$ cat src/rtl/nexys_operand_entry_if.sv
// Operand-entry bus: raw board inputs in, committed adder operands and status out.
// The design side uses the slave modport; the driver of buttons and switches uses master.
interface nexys_operand_entry_if;
  logic        BTNC;
  logic        BTNU;
  logic        BTNL;
  logic        BTNR;
  logic        BTND;
  logic [15:0] SW;
  logic [31:0] a_o;
  logic [31:0] b_o;
  logic        carry_o;
  logic        valid_o;
  logic        hi_sel_o;
  logic        dirty_o;

  modport master (
    output BTNC, BTNU, BTNL, BTNR, BTND, SW,
    input  a_o, b_o, carry_o, valid_o, hi_sel_o, dirty_o
  );

  modport slave (
    input  BTNC, BTNU, BTNL, BTNR, BTND, SW,
    output a_o, b_o, carry_o, valid_o, hi_sel_o, dirty_o
  );
endinterface

$ cat src/rtl/nexys_operand_entry.sv
// Operand entry for a 32-bit adder from five push-buttons and 16 switches.
// Buttons are synchronized and debounced; each debounced press is one event.
// Edits go to shadow registers; BTNC commits them to the adder-facing outputs.
// Button vector order (index 4..0): C, L, R, D, U -- also the event priority.
module nexys_operand_entry #(
  parameter int DEBOUNCE_CYCLES = 100000
) (
  input  logic                  CLK100,
  input  logic                  resetn,
  nexys_operand_entry_if.slave  bus
);

  localparam int CNT_W = $clog2(DEBOUNCE_CYCLES);
  localparam logic [CNT_W-1:0] CNT_MAX = CNT_W'(DEBOUNCE_CYCLES - 1);

  typedef enum logic {
    EDIT   = 1'b0,
    COMMIT = 1'b1
  } state_t;

  state_t           r_state;
  state_t           w_nextState;

  logic [4:0]       w_rawBtn;
  logic [4:0]       r_sync1;
  logic [4:0]       r_sync2;
  logic [4:0]       r_level;
  logic [4:0]       r_levelD;
  logic [CNT_W-1:0] r_cnt [5];
  logic [4:0]       w_press;
  logic [4:0]       w_masked;

  logic             w_evtC;
  logic             w_evtL;
  logic             w_evtR;
  logic             w_evtD;
  logic             w_evtU;
  logic             w_valid;

  logic [31:0]      r_shA;
  logic [31:0]      r_shB;
  logic             r_shC;
  logic [31:0]      r_a;
  logic [31:0]      r_b;
  logic             r_carry;
  logic             r_hiSel;
  logic             r_dirty;

  assign w_rawBtn = {bus.BTNC, bus.BTNL, bus.BTNR, bus.BTND, bus.BTNU};

  // Two-flop synchronizer so nothing downstream sees the raw asynchronous buttons.
  always_ff @(posedge CLK100) begin
    if (!resetn) begin
      r_sync1 <= '0;
      r_sync2 <= '0;
    end else begin
      r_sync1 <= w_rawBtn;
      r_sync2 <= r_sync1;
    end
  end

  // Per-button debounce: level flips only after DEBOUNCE_CYCLES consecutive disagreeing samples.
  always_ff @(posedge CLK100) begin
    if (!resetn) begin
      r_level  <= '0;
      r_levelD <= '0;
      for (int i = 0; i < 5; i++) begin
        r_cnt[i] <= '0;
      end
    end else begin
      r_levelD <= r_level;
      for (int i = 0; i < 5; i++) begin
        if (r_sync2[i] == r_level[i]) begin
          r_cnt[i] <= '0;
        end else if (r_cnt[i] == CNT_MAX) begin
          r_level[i] <= ~r_level[i];
          r_cnt[i]   <= '0;
        end else begin
          r_cnt[i] <= r_cnt[i] + 1'b1;
        end
      end
    end
  end

  // Rising edge of a debounced level is a press; a second BTNC during COMMIT is dropped.
  assign w_press  = r_level & ~r_levelD;
  assign w_masked = w_press & {(r_state != COMMIT), 4'b1111};

  // Keep only the highest-priority event of the cycle.
  always_comb begin
    w_evtC = 1'b0;
    w_evtL = 1'b0;
    w_evtR = 1'b0;
    w_evtD = 1'b0;
    w_evtU = 1'b0;
    if (w_masked[4])      w_evtC = 1'b1;
    else if (w_masked[3]) w_evtL = 1'b1;
    else if (w_masked[2]) w_evtR = 1'b1;
    else if (w_masked[1]) w_evtD = 1'b1;
    else if (w_masked[0]) w_evtU = 1'b1;
  end

  // FSM state register.
  always_ff @(posedge CLK100) begin
    if (!resetn) r_state <= EDIT;
    else         r_state <= w_nextState;
  end

  // FSM next state; valid_o is high for the single COMMIT cycle.
  always_comb begin
    w_nextState = r_state;
    w_valid     = 1'b0;
    case (r_state)
      EDIT:    if (w_evtC) w_nextState = COMMIT;
      COMMIT: begin
        w_valid     = 1'b1;
        w_nextState = EDIT;
      end
      default: w_nextState = EDIT;
    endcase
  end

  // Shadow edits, half select and commit of shadows into the adder-facing registers.
  always_ff @(posedge CLK100) begin
    if (!resetn) begin
      r_shA   <= '0;
      r_shB   <= '0;
      r_shC   <= 1'b0;
      r_a     <= '0;
      r_b     <= '0;
      r_carry <= 1'b0;
      r_hiSel <= 1'b0;
      r_dirty <= 1'b0;
    end else if (w_evtC) begin
      r_a     <= r_shA;
      r_b     <= r_shB;
      r_carry <= r_shC;
      r_dirty <= 1'b0;
    end else if (w_evtL) begin
      if (r_hiSel) r_shA[31:16] <= bus.SW;
      else         r_shA[15:0]  <= bus.SW;
      r_dirty <= 1'b1;
    end else if (w_evtR) begin
      if (r_hiSel) r_shB[31:16] <= bus.SW;
      else         r_shB[15:0]  <= bus.SW;
      r_dirty <= 1'b1;
    end else if (w_evtD) begin
      r_shC   <= ~r_shC;
      r_dirty <= 1'b1;
    end else if (w_evtU) begin
      r_hiSel <= ~r_hiSel;
    end
  end

  assign bus.a_o      = r_a;
  assign bus.b_o      = r_b;
  assign bus.carry_o  = r_carry;
  assign bus.valid_o  = w_valid;
  assign bus.hi_sel_o = r_hiSel;
  assign bus.dirty_o  = r_dirty;

endmodule

$ cat src/flat_wrapper.sv
// flat-port wrapper written by rule: the top's interface ports become plain ports
module nexys_operand_entry_flat 
#(
  parameter int DEBOUNCE_CYCLES = 100000
)
  (CLK100, resetn, bus_BTNC, bus_BTNU, bus_BTNL, bus_BTNR, bus_BTND, bus_SW, bus_a_o, bus_b_o, bus_carry_o, bus_valid_o, bus_hi_sel_o, bus_dirty_o);
  nexys_operand_entry_if bus_i ();
  input  logic CLK100;
  input  logic resetn;
  input wire logic [$bits(bus_i.BTNC)-1:0] bus_BTNC;
  input wire logic [$bits(bus_i.BTNU)-1:0] bus_BTNU;
  input wire logic [$bits(bus_i.BTNL)-1:0] bus_BTNL;
  input wire logic [$bits(bus_i.BTNR)-1:0] bus_BTNR;
  input wire logic [$bits(bus_i.BTND)-1:0] bus_BTND;
  input wire logic [$bits(bus_i.SW)-1:0] bus_SW;
  output wire logic [$bits(bus_i.a_o)-1:0] bus_a_o;
  output wire logic [$bits(bus_i.b_o)-1:0] bus_b_o;
  output wire logic [$bits(bus_i.carry_o)-1:0] bus_carry_o;
  output wire logic [$bits(bus_i.valid_o)-1:0] bus_valid_o;
  output wire logic [$bits(bus_i.hi_sel_o)-1:0] bus_hi_sel_o;
  output wire logic [$bits(bus_i.dirty_o)-1:0] bus_dirty_o;
  assign bus_i.BTNC = bus_BTNC;
  assign bus_i.BTNU = bus_BTNU;
  assign bus_i.BTNL = bus_BTNL;
  assign bus_i.BTNR = bus_BTNR;
  assign bus_i.BTND = bus_BTND;
  assign bus_i.SW = bus_SW;
  assign bus_a_o = bus_i.a_o;
  assign bus_b_o = bus_i.b_o;
  assign bus_carry_o = bus_i.carry_o;
  assign bus_valid_o = bus_i.valid_o;
  assign bus_hi_sel_o = bus_i.hi_sel_o;
  assign bus_dirty_o = bus_i.dirty_o;
  nexys_operand_entry #(.DEBOUNCE_CYCLES(DEBOUNCE_CYCLES)) u_core (.CLK100(CLK100), .resetn(resetn), .bus(bus_i));
endmodule
$ cat config.mk
export PLATFORM = sky130hd
export DESIGN_NAME = nexys_operand_entry_flat
export DESIGN_NICKNAME = d
export VERILOG_FILES = /design/src/rtl/nexys_operand_entry_if.sv /design/src/rtl/nexys_operand_entry.sv /design/src/flat_wrapper.sv
export SDC_FILE = /design/constraint.sdc
export NUM_CORES = 1
export LEC_CHECK = 0
export ABC_AREA = 1
export CAP_MARGIN = 5
export CORE_ASPECT_RATIO = 0.8
export CORE_MARGIN = 2
export CORE_UTILIZATION = 53
export DETAILED_ROUTE_END_ITERATION = 10
export PLACE_DENSITY = 0.8
export SLEW_MARGIN = 20
export SYNTH_ARGS = -nofsm -noshare
export SYNTH_HDL_FRONTEND = slang
export SYNTH_SLANG_ARGS = --single-unit
$ cat constraint.sdc
create_clock -name CLK100 -period 1.7 [get_ports CLK100]
set_clock_uncertainty 0.15 [all_clocks]
set_input_delay 0.425 -clock CLK100 [delete_from_list [all_inputs] [get_ports CLK100]]
set_output_delay 0.425 -clock CLK100 [all_outputs]
set_load 0.01 [all_outputs]
After elaboration in Yosys (flattened, before gate mapping)
Memory sizes are Yosys's and may differ from the RTL's.
Index checks and enable logic that the tools add are counted.
- register bits after elaboration: 153
- memory bits (writable): 85
- memories kept: 1
- logic and storage cells: 176
- bitwise logic cells: 36
- equality and inequality tests: 10
- mux-type cells: 92
- reduce and logical (&&, ||, !) cells: 13
- add/subtract/negate cells: 5
- memory list (name ; words ; width ; rd ports ; clocked after memory_dff ; wr ports ; RTL line ; RTL):
    u_core.r_cnt ; 5 ; 17 ; 5 ; 0 ; 5 ; nexys_operand_entry.sv:29 ; logic [CNT_W-1:0] r_cnt [5];
- operators by type and width (kind ; count):
    17-bit two-way mux ; 15
    17-bit by 1-bit adder with 17-bit output (second input constant) ; 5
    17-bit == test (second input constant) ; 5
    1-bit two-way mux ; 76
    1-bit NOT ; 18
    1-bit OR ; 15
    4-bit AND reduction ; 3
    5-bit bitwise AND ; 2
    2-bit AND reduction ; 5
    3-bit AND reduction ; 2
    1-bit == test ; 5
    5-bit NOT ; 1
    5-bit AND reduction ; 1
    3-bit nonzero test ; 1
    1-bit one-hot mux with 2 select lines ; 1
    2-bit OR reduction ; 1

Longest topological paths before layout
- word-level depth: 10
- gate-level depth with buffers: 9
- gate-level depth less buffers: 9

Worst setup path before layout
Ideal clock, no wire load.
- kind: reg2reg
- start: memory u_core.r_cnt[3][0] (netlist bit)
- end: memory u_core.r_cnt[3][14] (netlist bit) (data pin)
- stages on the path, launching flop included: 8
- clock period less this slack: 1.729 ns
- data arrival time: 1.327 ns
- setup time: 0.252 ns
- required time: 1.298 ns
- path slack: -0.029 ns
- path buffers: 1
- cells stage by stage: edfxtp_1 ha_1 inv_1 nor2_4 nand3_1 o21ai_2 buf_6 nor2_1
- RTL lines (what ; RTL line):
    from (decl) ; nexys_operand_entry.sv:29

==> results.ini <==
[critical_path]
end_kind=flop
path_class=reg2reg
crit_chain=inv_1 > nand2_1 > nor2_2 > nand3_4 > o21ai_4 > buf_8 > nor2_1
startpoint_type=flop
worstPathRequired_ns=1.82
cpMaxStageDelayCell=edfxtp_1
cp_slowest_stage_delay_ns=0.45
cp_max_fo=8
arrival_ns=1.83

[worst_hold_path]
min_path_type=in2reg

[timing]
max_freq_mhz=584
finalCritPeriodShare_pct=101
relSlewSlack_pct=60.1
worst_slew_pin_slew_ns=0.599
rsz0062_at_grt=yes
finalHoldViolCount=0
layout_setup_ws_ns=-0.0136
fin_setup_tns_ns=-0.0647
drv_slew=0
period_minus_slack_ns=1.71
setup_viol=10

[yosys]
yosysWarnings=0
yosysUniqueCellTypes=33
synth_seq_cells=238
synth.cell_area_sq_mm=0.0109
synth_flop_cell=dfxtp_1
avgSynthCellArea_sq_um=7.57
yosysSeqAreaShare_pct=51.6
yosys.area.top_type_share_pct=28.1
yosys.area.top_type=dfxtp_1
synth.most_common_cell=nand2_1
synth-edff-count=85
synthArstFlopShare_pct=0
synth_commonest_cells=nand2_1, nor2_1, dfxtp_1, inv_1, edfxtp_1
synthTopCellsByArea=dfxtp_1, edfxtp_1, nand2_1
synthCells=1439

[global_route]
antenna_found_initial=0
grt_pass1_wl_mm=42.0
gr-total-overflow=0
grt_pass1_vias=8954
gr-usage-all-layers_pct=23.4
grt_max_degree=63

[drt]
wire_per_inst_microns=13.4
first_iter_violations=854
vias=9746
drc=0
ant_nets=0
firstDrtPassIters=5
via_per_inst=4.95
drt_wl_total_mm=26.4

[layout]
fill_cells=1560
fin_util_pct=70.2
syn_to_final_growth_pct=28.8
register_area_sq_mm=0.00564
drive_gt1_share_pct=17.6
multiInputGateArea_sq_mm=0.00505
nets=1715
n_antenna_cell=0
final_area_sq_mm=0.0140

[floorplan]
die-area_sq_mm=0.0217
std_cell_rows=46
die_h_microns=132
core_area_sq_mm=0.0200
ioPinCount=91
die_w_microns=164
start_util_pct=54.5

[pwr]
power_uw=12200
power_density_mw_per_mm2=870
vdd_drop_max_mv=0.732
p_leak_uw=0.00614

[clocking]
cts_root_buf=clkbuf_16
clkSinkCount=238
cts_hold_buf=0
clk_pin_slew_ns=0.06
htreeDepth=1
cts_inserted_buffers=24
cts_tree=yes
clock_latency_ns=0.53
clock_path_buffers=3

[place]
gp_congestion=0.895
portBuffers=90
post_dp_cell_area_sq_mm=0.0129
place_worst_setup_slack_ns=-0.0268
place_hpwl_mm=17.6

[status]
status=finished, violations left
failed_checks=negative setup slack

[job]
drv_cap=0

-- final timing paths --
check	to	slack, ns	cells past startpoint	startpoint
worst max-delay path	u_core.r_cnt[3][14]	-0.01	7	u_core.r_cnt[3][6]
worst min-delay path	u_core.bus.carry_o	0.14	3	resetn
worst max register to register	u_core.r_cnt[3][14]	-0.01	7	u_core.r_cnt[3][6]
worst min register to register	u_core.r_sync2[2]	0.27	2	u_core.r_sync1[2]
-- cells in the final DEF, fill, tap and decap left out, types with 10 or more instances in the layout --
master           count
a21oi_1             36
buf_4               75
clkbuf_16           26
clkbuf_2            27
clkdlybuf4s15_1     15
clkdlybuf4s15_2     17
clkdlybuf4s50_1     21
conb_1              85
dfxtp_1            133
dfxtp_2             20
edfxtp_1            85
inv_1              148
nand2_1            358
nand2_2             10
nand3_1             72
nand4_1             14
nor2_1             305
nor2_2              35
nor2_4              13
o21ai_0             64
o21ai_1             14
xor2_1              37
-- critical path, delay by kind of cell (launching register included) --
kind                   cells  cell delay (ns)
buffers and inverters      2             0.29
AOI/OAI and AO/OA          1             0.21
DFF                        1             0.45
and+or+nand+nor            4             0.37
-- state kept, by name, summed over array words and instances, names as in the netlist, 5 cells and up --
signal,cells
u_core.r_cnt,85
u_core.bus.a_o,32
u_core.bus.b_o,32
u_core.r_shA,32
u_core.r_shB,32
u_core.r_levelD,5
u_core.r_level,5
u_core.r_sync1,5
u_core.r_sync2,5
-- repair_timing --
action / CTS / global route
gates cloned: 0 / 2
setup endpoints to repair: 97 / 139
buffers inserted: 3 / 15
resized for setup: 179 / 131
endpoints found under the hold margin: 0 / 0
pin swaps: 4 / 21
-- final cells by class --
| type | instances | share of cell area, % |
|---|---|---|
| repair buffers | 182 | 11.2 |
| clock buffers | 29 | 4.78 |
| multi-input cells | 1084 | 36.0 |
| clock inverters | 15 | 1.23 |
| well taps | 264 | 2.35 |
| inverters | 157 | 4.20 |
| flip-flops and latches | 238 | 40.2 |
-- cell families (layout without fill, tap and decap cells) --
kind of cell / Yosys count / after routing / synth area share [%]
AO/OA/AOI/OAI: 123 / 123 / 6.04
XOR/XNOR: 42 / 42 / 3.38
adder cells (fa/ha/maj): 5 / 5 / 0.574
buffers and inverters: 201 / 383 / 7.58
flip-flops: 238 / 238 / 51.6
other: 1 / 85 / 0.0344
AND/OR/NAND/NOR: 829 / 829 / 30.8
-- report_power, final --
group	internal, uW	leakage (uW)	switching [uW]
Combinational	227	0.00360	355
Sequential	5990	0.00212	85.4
Clock	3290	0.000419	2260
Total	9510	0.00614	2700
-- metrics by stage --
step / hold WS, ns / std cells
after global routing: 0.152 / 1969
after detailed placement: 0.258 / 1905
after global placement: 0.244 / 1905
after CTS: 0.136 / 1952
after floorplan: 0.240 / 1523
final: 0.136 / 1969
-- layer usage --
metal  track usage [%]  routed length (microns)  part of all wire (%)  up-vias
met5                 0                        0                     0        -
met4              5.56                      542                   2.1        0
met3              3.87                     1880                   7.1       47
met2              38.8                    12600                    48      347
met1              31.9                    11400                    43     4430
li1                  -                        -                     -     4922
Power figures use the tool's default switching activity.
